==> src/rtl/puf_pkg.sv <==
// Shared types, default parameters and helpers for the arbiter-PUF evaluation controller.
// Optional build macro used by the controller: PUF_STABILITY_FLAG_EN.
package puf_pkg;

   localparam int unsigned PUF_N_DEF             = 128;
   localparam int unsigned PUF_NUM_EVALS_DEF     = 5;
   localparam int unsigned PUF_RST_CYCLES_DEF    = 2;
   localparam int unsigned PUF_SETTLE_CYCLES_DEF = 8;
   localparam int unsigned PUF_UNSTABLE_CNT_W    = 16;

   typedef enum logic [2:0] {
      IDLE   = 3'd0,
      ARM    = 3'd1,
      FIRE   = 3'd2,
      SAMPLE = 3'd3,
      DONE   = 3'd4
   } state_e;

   // Smallest count of ones that wins the majority vote over n evaluations.
   function automatic int unsigned maj_thresh(input int unsigned n);
      return (n / 2) + 1;
   endfunction

endpackage

==> src/rtl/sync2.sv <==
// Two-flop synchronizer for asynchronous PUF outputs.
module sync2 #(
   parameter int unsigned WIDTH = 1
) (
   input  logic             clk,
   input  logic             rst_n,
   input  logic [WIDTH-1:0] d,
   output logic [WIDTH-1:0] q
);

   logic [WIDTH-1:0] meta_q, meta_d;
   logic [WIDTH-1:0] sync_q, sync_d;

   // Shift the asynchronous input through the two stages.
   always_comb begin
      meta_d = d;
      sync_d = meta_q;
   end

   // Synchronizer stages.
   always_ff @(posedge clk or negedge rst_n) begin
      if (!rst_n) begin
         meta_q <= '0;
         sync_q <= '0;
      end else begin
         meta_q <= meta_d;
         sync_q <= sync_d;
      end
   end

   assign q = sync_q;

endmodule

==> src/rtl/puf_eval_ctrl.sv <==
// Arbiter-PUF evaluation controller: arm/fire/sample NUM_EVALS times per
// challenge and majority-vote the synchronized latch output into one bit.
// Optional build macro: PUF_STABILITY_FLAG_EN adds resp_unstable and a
// saturating count of unstable responses (unstable_cnt).
module puf_eval_ctrl
   import puf_pkg::*;
#(
   parameter int unsigned N             = PUF_N_DEF,
   parameter int unsigned NUM_EVALS     = PUF_NUM_EVALS_DEF,
   parameter int unsigned RST_CYCLES    = PUF_RST_CYCLES_DEF,
   parameter int unsigned SETTLE_CYCLES = PUF_SETTLE_CYCLES_DEF
) (
   input  logic                             clk,
   input  logic                             reset,
   input  logic                             chal_valid,
   output logic                             chal_ready,
   input  logic [N-1:0]                     chal_data,
   input  logic                             abort,
   output logic                             resp_valid,
   input  logic                             resp_ready,
   output logic                             resp_bit,
   output logic [$clog2(NUM_EVALS+1)-1:0]   resp_ones,
   output logic                             busy,
   output logic [N-1:0]                     puf_sel,
   output logic                             puf_in,
   output logic                             puf_reset,
   input  logic                             puf_out
`ifdef PUF_STABILITY_FLAG_EN
   ,
   output logic                             resp_unstable,
   output logic [PUF_UNSTABLE_CNT_W-1:0]    unstable_cnt
`endif
);

   localparam int unsigned ONES_W  = $clog2(NUM_EVALS + 1);
   localparam int unsigned EVAL_W  = (NUM_EVALS > 1) ? $clog2(NUM_EVALS) : 1;
   localparam int unsigned CYC_MAX = (RST_CYCLES > SETTLE_CYCLES) ? RST_CYCLES : SETTLE_CYCLES;
   localparam int unsigned CYC_W   = (CYC_MAX > 1) ? $clog2(CYC_MAX) : 1;
   localparam int unsigned THRESH  = maj_thresh(NUM_EVALS);

   // Reject parameter sets that would make the vote or timing meaningless.
   if ((NUM_EVALS < 1) || ((NUM_EVALS % 2) == 0)) begin : g_bad_num_evals
      $error("NUM_EVALS must be odd and >= 1");
   end
   if (RST_CYCLES < 1) begin : g_bad_rst_cycles
      $error("RST_CYCLES must be >= 1");
   end
   if (SETTLE_CYCLES < 3) begin : g_bad_settle_cycles
      $error("SETTLE_CYCLES must be >= 3");
   end

   state_e              state_q, state_d;
   logic [CYC_W-1:0]    cyc_q, cyc_d;
   logic [EVAL_W-1:0]   eval_q, eval_d;
   logic [ONES_W-1:0]   ones_q, ones_d;
   logic [N-1:0]        sel_q, sel_d;
   logic                puf_in_q, puf_in_d;
   logic                puf_reset_q, puf_reset_d;
   logic                resp_valid_q, resp_valid_d;
   logic                resp_bit_q, resp_bit_d;
   logic [ONES_W-1:0]   resp_ones_q, resp_ones_d;
   logic                sync_out;

   // Bring the raw latch output into the clk domain.
   sync2 #(.WIDTH(1)) u_sync2 (
      .clk   (clk),
      .rst_n (reset),
      .d     (puf_out),
      .q     (sync_out)
   );

   // Next-state, counters and registered output values.
   always_comb begin
      state_d = state_q;
      cyc_d   = cyc_q;
      eval_d  = eval_q;
      ones_d  = ones_q;
      sel_d   = sel_q;

      case (state_q)
         IDLE: begin
            if (chal_valid) begin
               sel_d   = chal_data;
               ones_d  = '0;
               eval_d  = '0;
               cyc_d   = '0;
               state_d = ARM;
            end
         end
         ARM: begin
            if (cyc_q == CYC_W'(RST_CYCLES - 1)) begin
               cyc_d   = '0;
               state_d = FIRE;
            end else begin
               cyc_d = cyc_q + CYC_W'(1);
            end
         end
         FIRE: begin
            if (cyc_q == CYC_W'(SETTLE_CYCLES - 1)) begin
               cyc_d   = '0;
               state_d = SAMPLE;
            end else begin
               cyc_d = cyc_q + CYC_W'(1);
            end
         end
         SAMPLE: begin
            ones_d = ones_q + ONES_W'(sync_out);
            if (eval_q == EVAL_W'(NUM_EVALS - 1)) begin
               state_d = DONE;
            end else begin
               eval_d  = eval_q + EVAL_W'(1);
               state_d = ARM;
            end
         end
         DONE: begin
            if (resp_ready) begin
               state_d = IDLE;
            end
         end
         default: state_d = IDLE;
      endcase

      // Abort only cancels an evaluation in flight; a finished response is kept.
      if (abort && ((state_q == ARM) || (state_q == FIRE) || (state_q == SAMPLE))) begin
         state_d = IDLE;
         cyc_d   = '0;
         eval_d  = '0;
         ones_d  = '0;
      end

      puf_reset_d  = (state_d == IDLE) || (state_d == ARM);
      puf_in_d     = (state_d == FIRE);
      resp_valid_d = (state_d == DONE);
      resp_bit_d   = resp_valid_d && (ones_d >= ONES_W'(THRESH));
      resp_ones_d  = resp_valid_d ? ones_d : '0;
   end

   // State, counters and output registers.
   always_ff @(posedge clk or negedge reset) begin
      if (!reset) begin
         state_q      <= IDLE;
         cyc_q        <= '0;
         eval_q       <= '0;
         ones_q       <= '0;
         sel_q        <= '0;
         puf_in_q     <= 1'b0;
         puf_reset_q  <= 1'b1;
         resp_valid_q <= 1'b0;
         resp_bit_q   <= 1'b0;
         resp_ones_q  <= '0;
      end else begin
         state_q      <= state_d;
         cyc_q        <= cyc_d;
         eval_q       <= eval_d;
         ones_q       <= ones_d;
         sel_q        <= sel_d;
         puf_in_q     <= puf_in_d;
         puf_reset_q  <= puf_reset_d;
         resp_valid_q <= resp_valid_d;
         resp_bit_q   <= resp_bit_d;
         resp_ones_q  <= resp_ones_d;
      end
   end

   assign chal_ready = (state_q == IDLE);
   assign busy       = (state_q != IDLE);
   assign puf_sel    = sel_q;
   assign puf_in     = puf_in_q;
   assign puf_reset  = puf_reset_q;
   assign resp_valid = resp_valid_q;
   assign resp_bit   = resp_bit_q;
   assign resp_ones  = resp_ones_q;

`ifdef PUF_STABILITY_FLAG_EN
   logic                          resp_unstable_q, resp_unstable_d;
   logic [PUF_UNSTABLE_CNT_W-1:0] unstable_cnt_q, unstable_cnt_d;

   // Flag mixed votes and count them, saturating, on each response handshake.
   always_comb begin
      resp_unstable_d = (state_d == DONE) && (ones_d != '0) && (ones_d != ONES_W'(NUM_EVALS));
      unstable_cnt_d  = unstable_cnt_q;
      if ((state_q == DONE) && resp_ready && resp_unstable_q &&
          (unstable_cnt_q != {PUF_UNSTABLE_CNT_W{1'b1}})) begin
         unstable_cnt_d = unstable_cnt_q + PUF_UNSTABLE_CNT_W'(1);
      end
   end

   // Stability flag and sticky counter registers.
   always_ff @(posedge clk or negedge reset) begin
      if (!reset) begin
         resp_unstable_q <= 1'b0;
         unstable_cnt_q  <= '0;
      end else begin
         resp_unstable_q <= resp_unstable_d;
         unstable_cnt_q  <= unstable_cnt_d;
      end
   end

   assign resp_unstable = resp_unstable_q;
   assign unstable_cnt  = unstable_cnt_q;
`endif

endmodule

==> config.mk <==
export PLATFORM = sky130hd
export DESIGN_NAME = puf_eval_ctrl
export DESIGN_NICKNAME = d
export VERILOG_FILES = /design/src/rtl/puf_pkg.sv /design/src/rtl/sync2.sv /design/src/rtl/puf_eval_ctrl.sv
export SDC_FILE = /design/constraint.sdc
export NUM_CORES = 1
export LEC_CHECK = 0
export BUFFER_PORTS_ARGS = -buffer_cell sky130_fd_sc_hd__buf_2
export CAP_MARGIN = 30
export CELL_PAD_IN_SITES_DETAIL_PLACEMENT = 1
export CELL_PAD_IN_SITES_GLOBAL_PLACEMENT = 1
export CORE_MARGIN = 1.5
export CORE_UTILIZATION = 40
export DETAILED_ROUTE_END_ITERATION = 10
export PLACE_DENSITY = 0.95
export SYNTH_ARGS = -nofsm -noshare
export SYNTH_HDL_FRONTEND = slang
export SYNTH_SLANG_ARGS = --single-unit
export TNS_END_PERCENT = 30
==> constraint.sdc <==
create_clock -name clk -period 2.98 [get_ports clk]
set_input_delay 0.298 -clock clk [delete_from_list [all_inputs] [get_ports clk]]
set_output_delay 0.298 -clock clk [all_outputs]
set_load 0.02 [all_outputs]
### Word level (Yosys, flattened, before mapping)

Cells that the tools add are included.

* ROM bits: 0
* memories: 0
* bits of input ports: 134
* bits in writable memories: 0
* latch bits: 0
* output and inout bits: 137
* register bits after elaboration: 149

* add/subtract/negate cells: 3
* bitwise operators: 0
* shifts and indexed selects: 0
* divide/modulo/power cells: 0
* $lt $le $gt $ge: 1
* reductions and logical operators: 13
* equal/unequal tests: 12
* muxes and demuxes: 19
* multipliers: 0

Operator list (count)
* two-way mux 3 bit: 15
* case mux 3 bit (5 select lines): 1
* equality test 3 bit, second input constant: 4
* case mux 3 bit (2 select lines): 2
* equality test 3 x 1 -> 1 bit, second input constant: 3
* equality test 3 x 2 -> 1 bit, second input constant: 3
* case mux 3 bit (3 select lines): 1
* adder 3 x 1 -> 3 bit, second input constant: 2
* zero test 3 bit: 2
* inequality test 3 x 2 -> 1 bit, second input constant: 2
* nonzero test 3 bit: 2
* AND reduction 2 bit: 2
* nonzero test 4 bit: 1
* adder 3 x 1 -> 3 bit: 1
* greater-or-equal comparator 3 x 2 -> 1 bit, second input constant: 1
* logical OR 1 bit: 3
* AND reduction 3 bit: 1
* logical AND 1 bit: 2

### Longest topological paths before layout

Gate-level depths: netlist of the first run.

* depth after elaboration: 7
* depth in mapped cells: 7

### Hierarchy

From an unflattened synthesis of the first run, not the netlist that was laid out.

* cells, all modules: 364
* area, all modules: 5865.6 µm²

Modules (own cells, without submodules)
* puf_eval_ctrl: area each 5815.6 µm², seq. area each 3679.8 µm², instances 1, cells an instance 362
* sync2: area each 50.0 µm², seq. area each 50.0 µm², instances 1, cells an instance 2

### Worst setup path after synthesis of the first run

No wires, ideal clock.

* kind: reg2reg
* start: reg state_q[1]
* end: reg sel_q[0] (netlist: puf_sel[0])
* library setup time: 0.125 ns
* data arrival time: 1.801 ns
* period minus slack after synthesis: 1.926 ns
* cell stages (with the launch flop): 8
* required time: 2.855 ns
* slack: 1.054 ns
* cell sequence: dfrtp_1 > or3_4 > inv_2 > and2_1 > buf_4 > buf_12 > buf_12 > mux2_4

* cells in the longest elaborated chain, start to end: 2

RTL lines
* start, declared: RTL line puf_eval_ctrl.sv:52 `state_e state_q, state_d;`
* start signal, assigned: RTL line puf_eval_ctrl.sv:152 `state_q <= state_d;`
* zero test 3 bit
* named net chal_ready: RTL line puf_eval_ctrl.sv:16 `output logic chal_ready,`
* AND reduction 2 bit (no source line)
* end signal, assigned: RTL line puf_eval_ctrl.sv:156 `sel_q <= sel_d;`
* end, declared: RTL line puf_eval_ctrl.sv:56 `logic [N-1:0] sel_q, sel_d;`

The timed path passes the listed nets, and every way through them passes these cells.
A chain may end at the register's enable or synchronous reset.

### Worst setup path after layout of the first run

* start: reg state_q[0]
* end: reg sel_q[35] (netlist: puf_sel[35])

* cells in the longest elaborated chain, start to end: 2

RTL lines
* zero test 3 bit: RTL line puf_eval_ctrl.sv:80 `case (state_q)`
* AND reduction 2 bit (no source line)

No other way between the ends.

==> results.txt, run 1 <==
status: completed
r2r worst-path depth: 5
Worst path slowest cell: dfrtp_1
initial antenna violation count: 1
min Tclk post-route: 2.32 ns
CP bufs+invs: 2
grt total ovfl: 0
xor/xnor cell area share of the yosys netlist: 0.00278
via-per-instance ratio: 4.78
syn_nets: 513
DIE WIDTH: 129 um
Final #Nets: 789
compound-gate portion of the synthesized area: 0.0262
setup slack after layout: 0.661 ns
clock buffer depth: 2
Pre-antenna DRT Iters: 4
layout cell share with drive strength beyond 1: 0.666
CP cell instances: or3_4 > inv_2 > and2_4 > buf_12 > mux2_4
RSZ-0062 raised after global routing: false
LEAKAGE: 4.23 nW
Post-route DRC: 0
dpl ws: 0.712 ns
headroom to the max-slew limit: 0.520
Starting Density: 0.412
post-CTS sizing: 0
via count: 4172
Yosys top cell area share: 0.587
CP arrival: 2.62 ns
final WL: 17000 um
multi-input logic area: 2290 sq um
clock latency on the worst-skew pair: 0.42 ns
CP required: 3.28 ns
Mapped Area: 6310 sq um
top post-synthesis cells by count: dfrtp_1 (148), mux2_4 (99), mux2_2 (29), buf_12 (11)
fin area: 8360 sq um
hold-critical path depth: 2
CTS root buf: clkbuf_16
pwr/cell area: 1220 nW/um^2
crit path from: state_q[0]
post-synthesis adder-cell area fraction: 0.0139
row count: 45
CTS Buf Count: 17
CTS Sinks: 149
Placed Cells: 838
die span in y: 129 um
GRT Total Usage: 0.208
DRT antenna net count: 0
startpoint types: register
Hold Path End: puf_sel[102]
gate count of the mapped netlist: 372
Seq. cell area: 3730 sq um
Synth cell types: 40
Post-synth EDFFs: 0
FF-to-FF Start: state_q[0]
GP Congestion: 0.817
HPWL Detailed: 12200 um
crit end category: register
R2R Setup Slk: 0.66 ns
drt first-iter violations: 123
syn_area_per_cell: 17.0 sq um
Max Cap Violations: 0
Max Clock Freq: 431 MHz
setup TNS: 0 ns
Clk pin slew, worst setup/hold paths: 0.07 ns
#FFs+latches synth: 149
H-tree Lvls: 4
global-route wire length before repair: 26100 um
CTS tree: yes
Syn-to-layout area delta: 32.5%
Pins Over Slew Limit: 0
largest family of logic cells by synthesized area: multiplexers
pin count of the biggest net entering global routing: 66
die footprint: 16500 sq um
family with the most delay on the worst path: simple AND/OR/NAND/NOR gates
placed cell area: 7730 sq um
Area contributors post-synth: dfrtp_1 (59%), mux2_4 (24%), mux2_2 (5.2%), buf_12 (3.5%), ha_1 (1.4%)
Synth warnings: 0
Crit Path Max Fanout: 60
core footprint: 15300 sq um
area leader, netlist: dfrtp_1
delay of the slowest critical-path stage: 0.54 ns
multiplexer share of the synthesized area: 0.289
Synth Flop Type: dfrtp_1
Fillers: 1613
fin crit share: 0.778
Hold Crit Start: chal_data[102]
drt wl/cell: 19.5 um
Layout Skew: 0.00948 ns
Buffers on Ports: 270
final hold vios: 0
HP Class: in -> reg
Synth Area in Simple Gates: 0.0313
most numerous cell in the Yosys netlist: dfrtp_1
Worst VDD drop: 0.579 mV
post-route insts no fill: 873
I/O Pins: 271
# setup viols final: 0
asr flop ratio synth: 1.00
critical path class: reg -> reg
r2r endpoint: puf_sel[35]
sequential area share after synthesis: 0.591
worst-margin pin slew: 0.712 ns
Fin Hold WS: 0.108 ns
vias in the first global route: 4790
## placed cells by master (no fill, tap or decap), types with 5 or more instances in the layout
master       n
clkbuf_16   17
mux2_4      99
o21ai_0      5
ha_1         7
dfrtp_1    148
mux2_2      29
nor2_1       8
inv_1        5
buf_2      269
nand2_1      8
## report_power, final
group | switching (mW) | total [mW] | internal [mW]
registers | 0.605 | 3.56 | 2.95
clock network | 0.876 | 2.20 | 1.32
logic | 2.36 | 4.43 | 2.07
## state kept, by name, indices dropped and copies added (netlist names)
register        count
cyc_q               3
eval_q              3
ones_q              3
puf_in              1
puf_reset           1
puf_sel           128
resp_bit            1
resp_ones           3
resp_valid          1
state_q             3
u_sync2.meta_q      1
u_sync2.q           1
## final cells by class
| class | instances | area share |
|---|---|---|
| Antenna cell | 1 | 0.000299 |
| Inverter | 6 | 0.00269 |
| Multi-Input combinational cell | 198 | 0.274 |
| Timing Repair Buffer | 276 | 0.173 |
| Sequential cell | 149 | 0.446 |
| Tap cell | 211 | 0.0316 |
| Clock buffer | 17 | 0.0509 |
| Clock inverter | 15 | 0.0215 |
## worst max path at each step
stage | slack [ns] | cells after the start | to
final | 0.66 | 5 | puf_sel[35]
after global placement | 0.81 | 5 | puf_sel[37]
after CTS | 0.69 | 5 | puf_sel[85]
after detailed placement | 0.71 | 5 | puf_sel[85]
after floorplan | 1.05 | 7 | puf_sel[0]
after global routing | 0.59 | 5 | puf_sel[88]
## what timing repair did
item	CTS	global route
hold endpoints to repair	63	0
hold buffers	2	0
setup buffers	0	0
## cell families (layout without fill, tap and decap cells)
group                    count (synthesis)  in the layout
buffers and inverters                   25            314
XOR/XNOR                                 2              2
multiplexers                           129            129
adder cells (fa/ha/maj)                  7              7
AO/OA/AOI/OAI                           23             23
other                                    0              1
flip-flops                             149            149
AND/OR/NAND/NOR                         37             37
## routing by layer
metal / vias up / track usage / wire, um
met3: 34 / 0.0640 / 1120
met2: 171 / 0.398 / 9500
met5: - / 0 / 0
met4: 0 / 0.0820 / 402
li1: 1853 / - / -
met1: 2114 / 0.210 / 6010
## through the flow
| stage | total power, mW | util |
|---|---|---|
| 2_1_floorplan | 6.63 | - |
| 3_3_place_gp | 7.72 | 0.505 |
| 3_5_place_dp | 7.97 | 0.505 |
| 4_1_cts | 10.3 | 0.546 |
| 5_1_grt | 10.7 | 0.546 |
| 6_report | 10.2 | 0.546 |
Note: power is estimated with default switching activity, not from simulation.
==> inputs of run 2 (changes only) <==
--- a/config.mk
+++ b/config.mk
@@ -10,9 +10,9 @@
 export CELL_PAD_IN_SITES_DETAIL_PLACEMENT = 1
 export CELL_PAD_IN_SITES_GLOBAL_PLACEMENT = 1
 export CORE_MARGIN = 1.5
-export CORE_UTILIZATION = 40
+export CORE_UTILIZATION = 34
 export DETAILED_ROUTE_END_ITERATION = 10
-export PLACE_DENSITY = 0.95
+export PLACE_DENSITY = 0.88
 export SYNTH_ARGS = -nofsm -noshare
 export SYNTH_HDL_FRONTEND = slang
 export SYNTH_SLANG_ARGS = --single-unit
==> constraint.sdc (replaced) <==
create_clock -name clk -period 2.01 [get_ports clk]
set_input_delay 0.201 -clock clk [delete_from_list [all_inputs] [get_ports clk]]
set_output_delay 0.201 -clock clk [all_outputs]
set_load 0.02 [all_outputs]
==> run 2 against run 1 <==
Effect of this change: the flow now finishes with violations (DRC); maximum frequency is 24% higher; clock power is 36% higher; clock skew is 0.0028 ns higher; global-route usage is 0.46 points lower; final area is 10% higher; power is 50% higher; final cell count is 12% higher; combinational power is 59% higher; via count is 9.8% higher; non-clock buffer count is 88 higher; clock-buffer cell count is 1 higher.
==> results.txt, run 2 (synthesis gave the netlist of run 1 again) <==
Layout Skew: 0.0123 ns (+0.00278 ns)
CP arrival: 2.16 ns (-0.46 ns)
CTS root buf: clkbuf_16
max reg flops: 128 (unchanged)
pwr/cell area: 1660 nW/um^2 (+37%)
fin crit share: 0.928 (+0.150)
DR WL met3: 1310 um (+17%)
layout cell share with drive strength beyond 1: 0.614 (-0.0515)
Buffers on Ports: 270 (unchanged)
H-tree Lvls: 4 (unchanged)
status: complete, but fails checks
Worst VDD drop: 0.885 mV (+53%)
Max Clock Freq: 536 MHz (+24%)
Clk pin slew, worst setup/hold paths: 0.07 ns (about the same)
commonest non-fill, non-tap cell in the layout: buf_2
Post-route DRC: 25 (+25)
failing checks: DRC
headroom to the max-slew limit: 0.567 (+0.0465)
post-CTS sizing: 0 (unchanged)
critical path class: reg -> reg
Pre-antenna DRT Iters: 7 (+3)
grt total ovfl: 0 (unchanged)
delay of the slowest critical-path stage: 0.39 ns (-0.15 ns)
min Tclk post-route: 1.87 ns (-0.454 ns)
clock buffer depth: 2 (unchanged)
via count: 4579 (+9.8%)
HPWL Detailed: 12600 um (+2.9%)
setup TNS: 0 ns (unchanged)
most frequent cells in the layout: buf_2 (269), dfrtp_1 (148), mux2_4 (99)
core footprint: 18100 sq um (+18%)
RSZ-0062 raised after global routing: false
worst-margin pin slew: 0.643 ns (-0.0690 ns)
clock latency on the worst-skew pair: 0.42 ns (about the same)
Most Frequent Cell on Critical Path: buf_12
drt wl/cell: 19.9 um (+2.0%)
initial antenna violation count: 0 (-1)
# setup viols final: 0 (unchanged)
final WL: 19500 um (+14%)
CTS Sinks: 149 (unchanged)
highest metal used: met4
crit end category: register
Worst path slowest cell: or3_4
die span in y: 139 um (+8.3%)
HP Class: in -> reg
startpoint types: register
post-CTS setup buffers: 0 (unchanged)
Syn-to-layout area delta: 45.8%
GRT Total Usage: 0.203 (-0.00464)
Pins Over Slew Limit: 0 (unchanged)
GP Congestion: 0.731 (-11%)
final hold vios: 0 (unchanged)
die footprint: 19400 sq um (+17%)
diode count: 0 (-1)
pin count of the biggest net entering global routing: 51 (-23%)
CP cell instances: or3_4 > inv_2 > and2_4 > buf_12 > buf_12 > mux2_4
# hold bufs at CTS: 66 (+64)
LEAKAGE: 4.58 nW (+8.5%)
Crit Path Max Fanout: 29 (-52%)
I/O Pins: 271 (unchanged)
vias in the first global route: 5302 (+11%)
DIE WIDTH: 139 um (+8.3%)
global-route wire length before repair: 30300 um (+16%)
via-per-instance ratio: 4.68 (-2.0%)
Final #Nets: 877 (+11%)
met2 routed WL: 10400 um (+9.1%)
Starting Density: 0.349 (-0.0631)
Fin Hold WS: 0.0178 ns (-0.0901 ns)
CTS Buf Count: 17 (unchanged)
CP required: 2.30 ns (-0.98 ns)
drt first-iter violations: 199 (+62%)
Max Cap Violations: 0 (unchanged)
DRT antenna net count: 0 (unchanged)
row count: 49 (+8.9%)
CTS tree: yes
M1 WL: 7330 um (+22%)
## run 2: cell count changes in the layout (fill, tap and decap cells not counted)
| cell | change |
|---|---|
| inv_6 | +2 |
| clkinv_4 | -1 |
| buf_4 | +17 |
| clkinv_2 | -3 |
| bufinv_16 | -3 |
| clkinvlp_4 | +3 |
| diode_2 | -1 |
| clkbuf_1 | +1 |
| dlygate4sd3_1 | +67 |
| inv_8 | +1 |
| buf_12 | +4 |
## run 2: worst max-delay path: cells and delay by family (launching register included)
| family | cells | cell delay [ns] |
|---|---|---|
| buffers and inverters | 3 | 0.47 |
| flip-flops | 1 | 0.37 |
| multiplexers | 1 | 0.34 |
| AND/OR/NAND/NOR | 2 | 0.56 |
## run 2: layer usage
layer,up-vias,global-route usage
met4,0,0.0761
met5,-,0
met3,37,0.0630
li1,2034,-
met2,211,0.370
met1,2297,0.221
## run 2: final cells by class
cell class	count	area (sq um)
multi-input combinational	198	2290
tap	229	287
clock inverter	14	118
fill	1869	8880
clock buffer	18	429
inverter	6	22.5
sequential	149	3730
timing repair buffer	364	2320
## run 2: final timing paths
| check | slack (ns) | end | cells after the start | from |
|---|---|---|---|---|
| setup / recovery | 0.14 | puf_sel[50] | 6 | state_q[1] |
| hold / removal | 0.02 | puf_sel[111] | 2 | chal_data[111] |
| setup reg to reg | 0.14 | puf_sel[50] | 6 | state_q[1] |
| hold reg to reg | 0.37 | u_sync2.q | 0 | u_sync2.meta_q |
| max in group asynchronous | 1.06 | puf_sel[104] | 3 | reset |
| min in group asynchronous | 0.29 | puf_sel[65] | 2 | reset |
## run 2: per-stage QoR
step	power, mW	std cells	cell area, sq um	utilization	setup WS (ns)
2_1_floorplan	9.83	372	6310	-	0.0838
3_3_place_gp	11.8	877	7970	0.440	0.0888
3_5_place_dp	12.1	877	7970	0.440	0.145
4_1_cts	15.3	975	9170	0.507	0.140
5_1_grt	16.0	978	9200	0.509	0.0396
6_report	15.3	978	9200	0.509	0.144
## run 2: where the power goes
group	internal (mW)	leakage, nW	total (mW)	switching (mW)
Sequential	4.37	1.78	5.25	0.876
Clock	1.61	0.248	3.00	1.39
Combinational	3.34	2.56	7.06	3.71
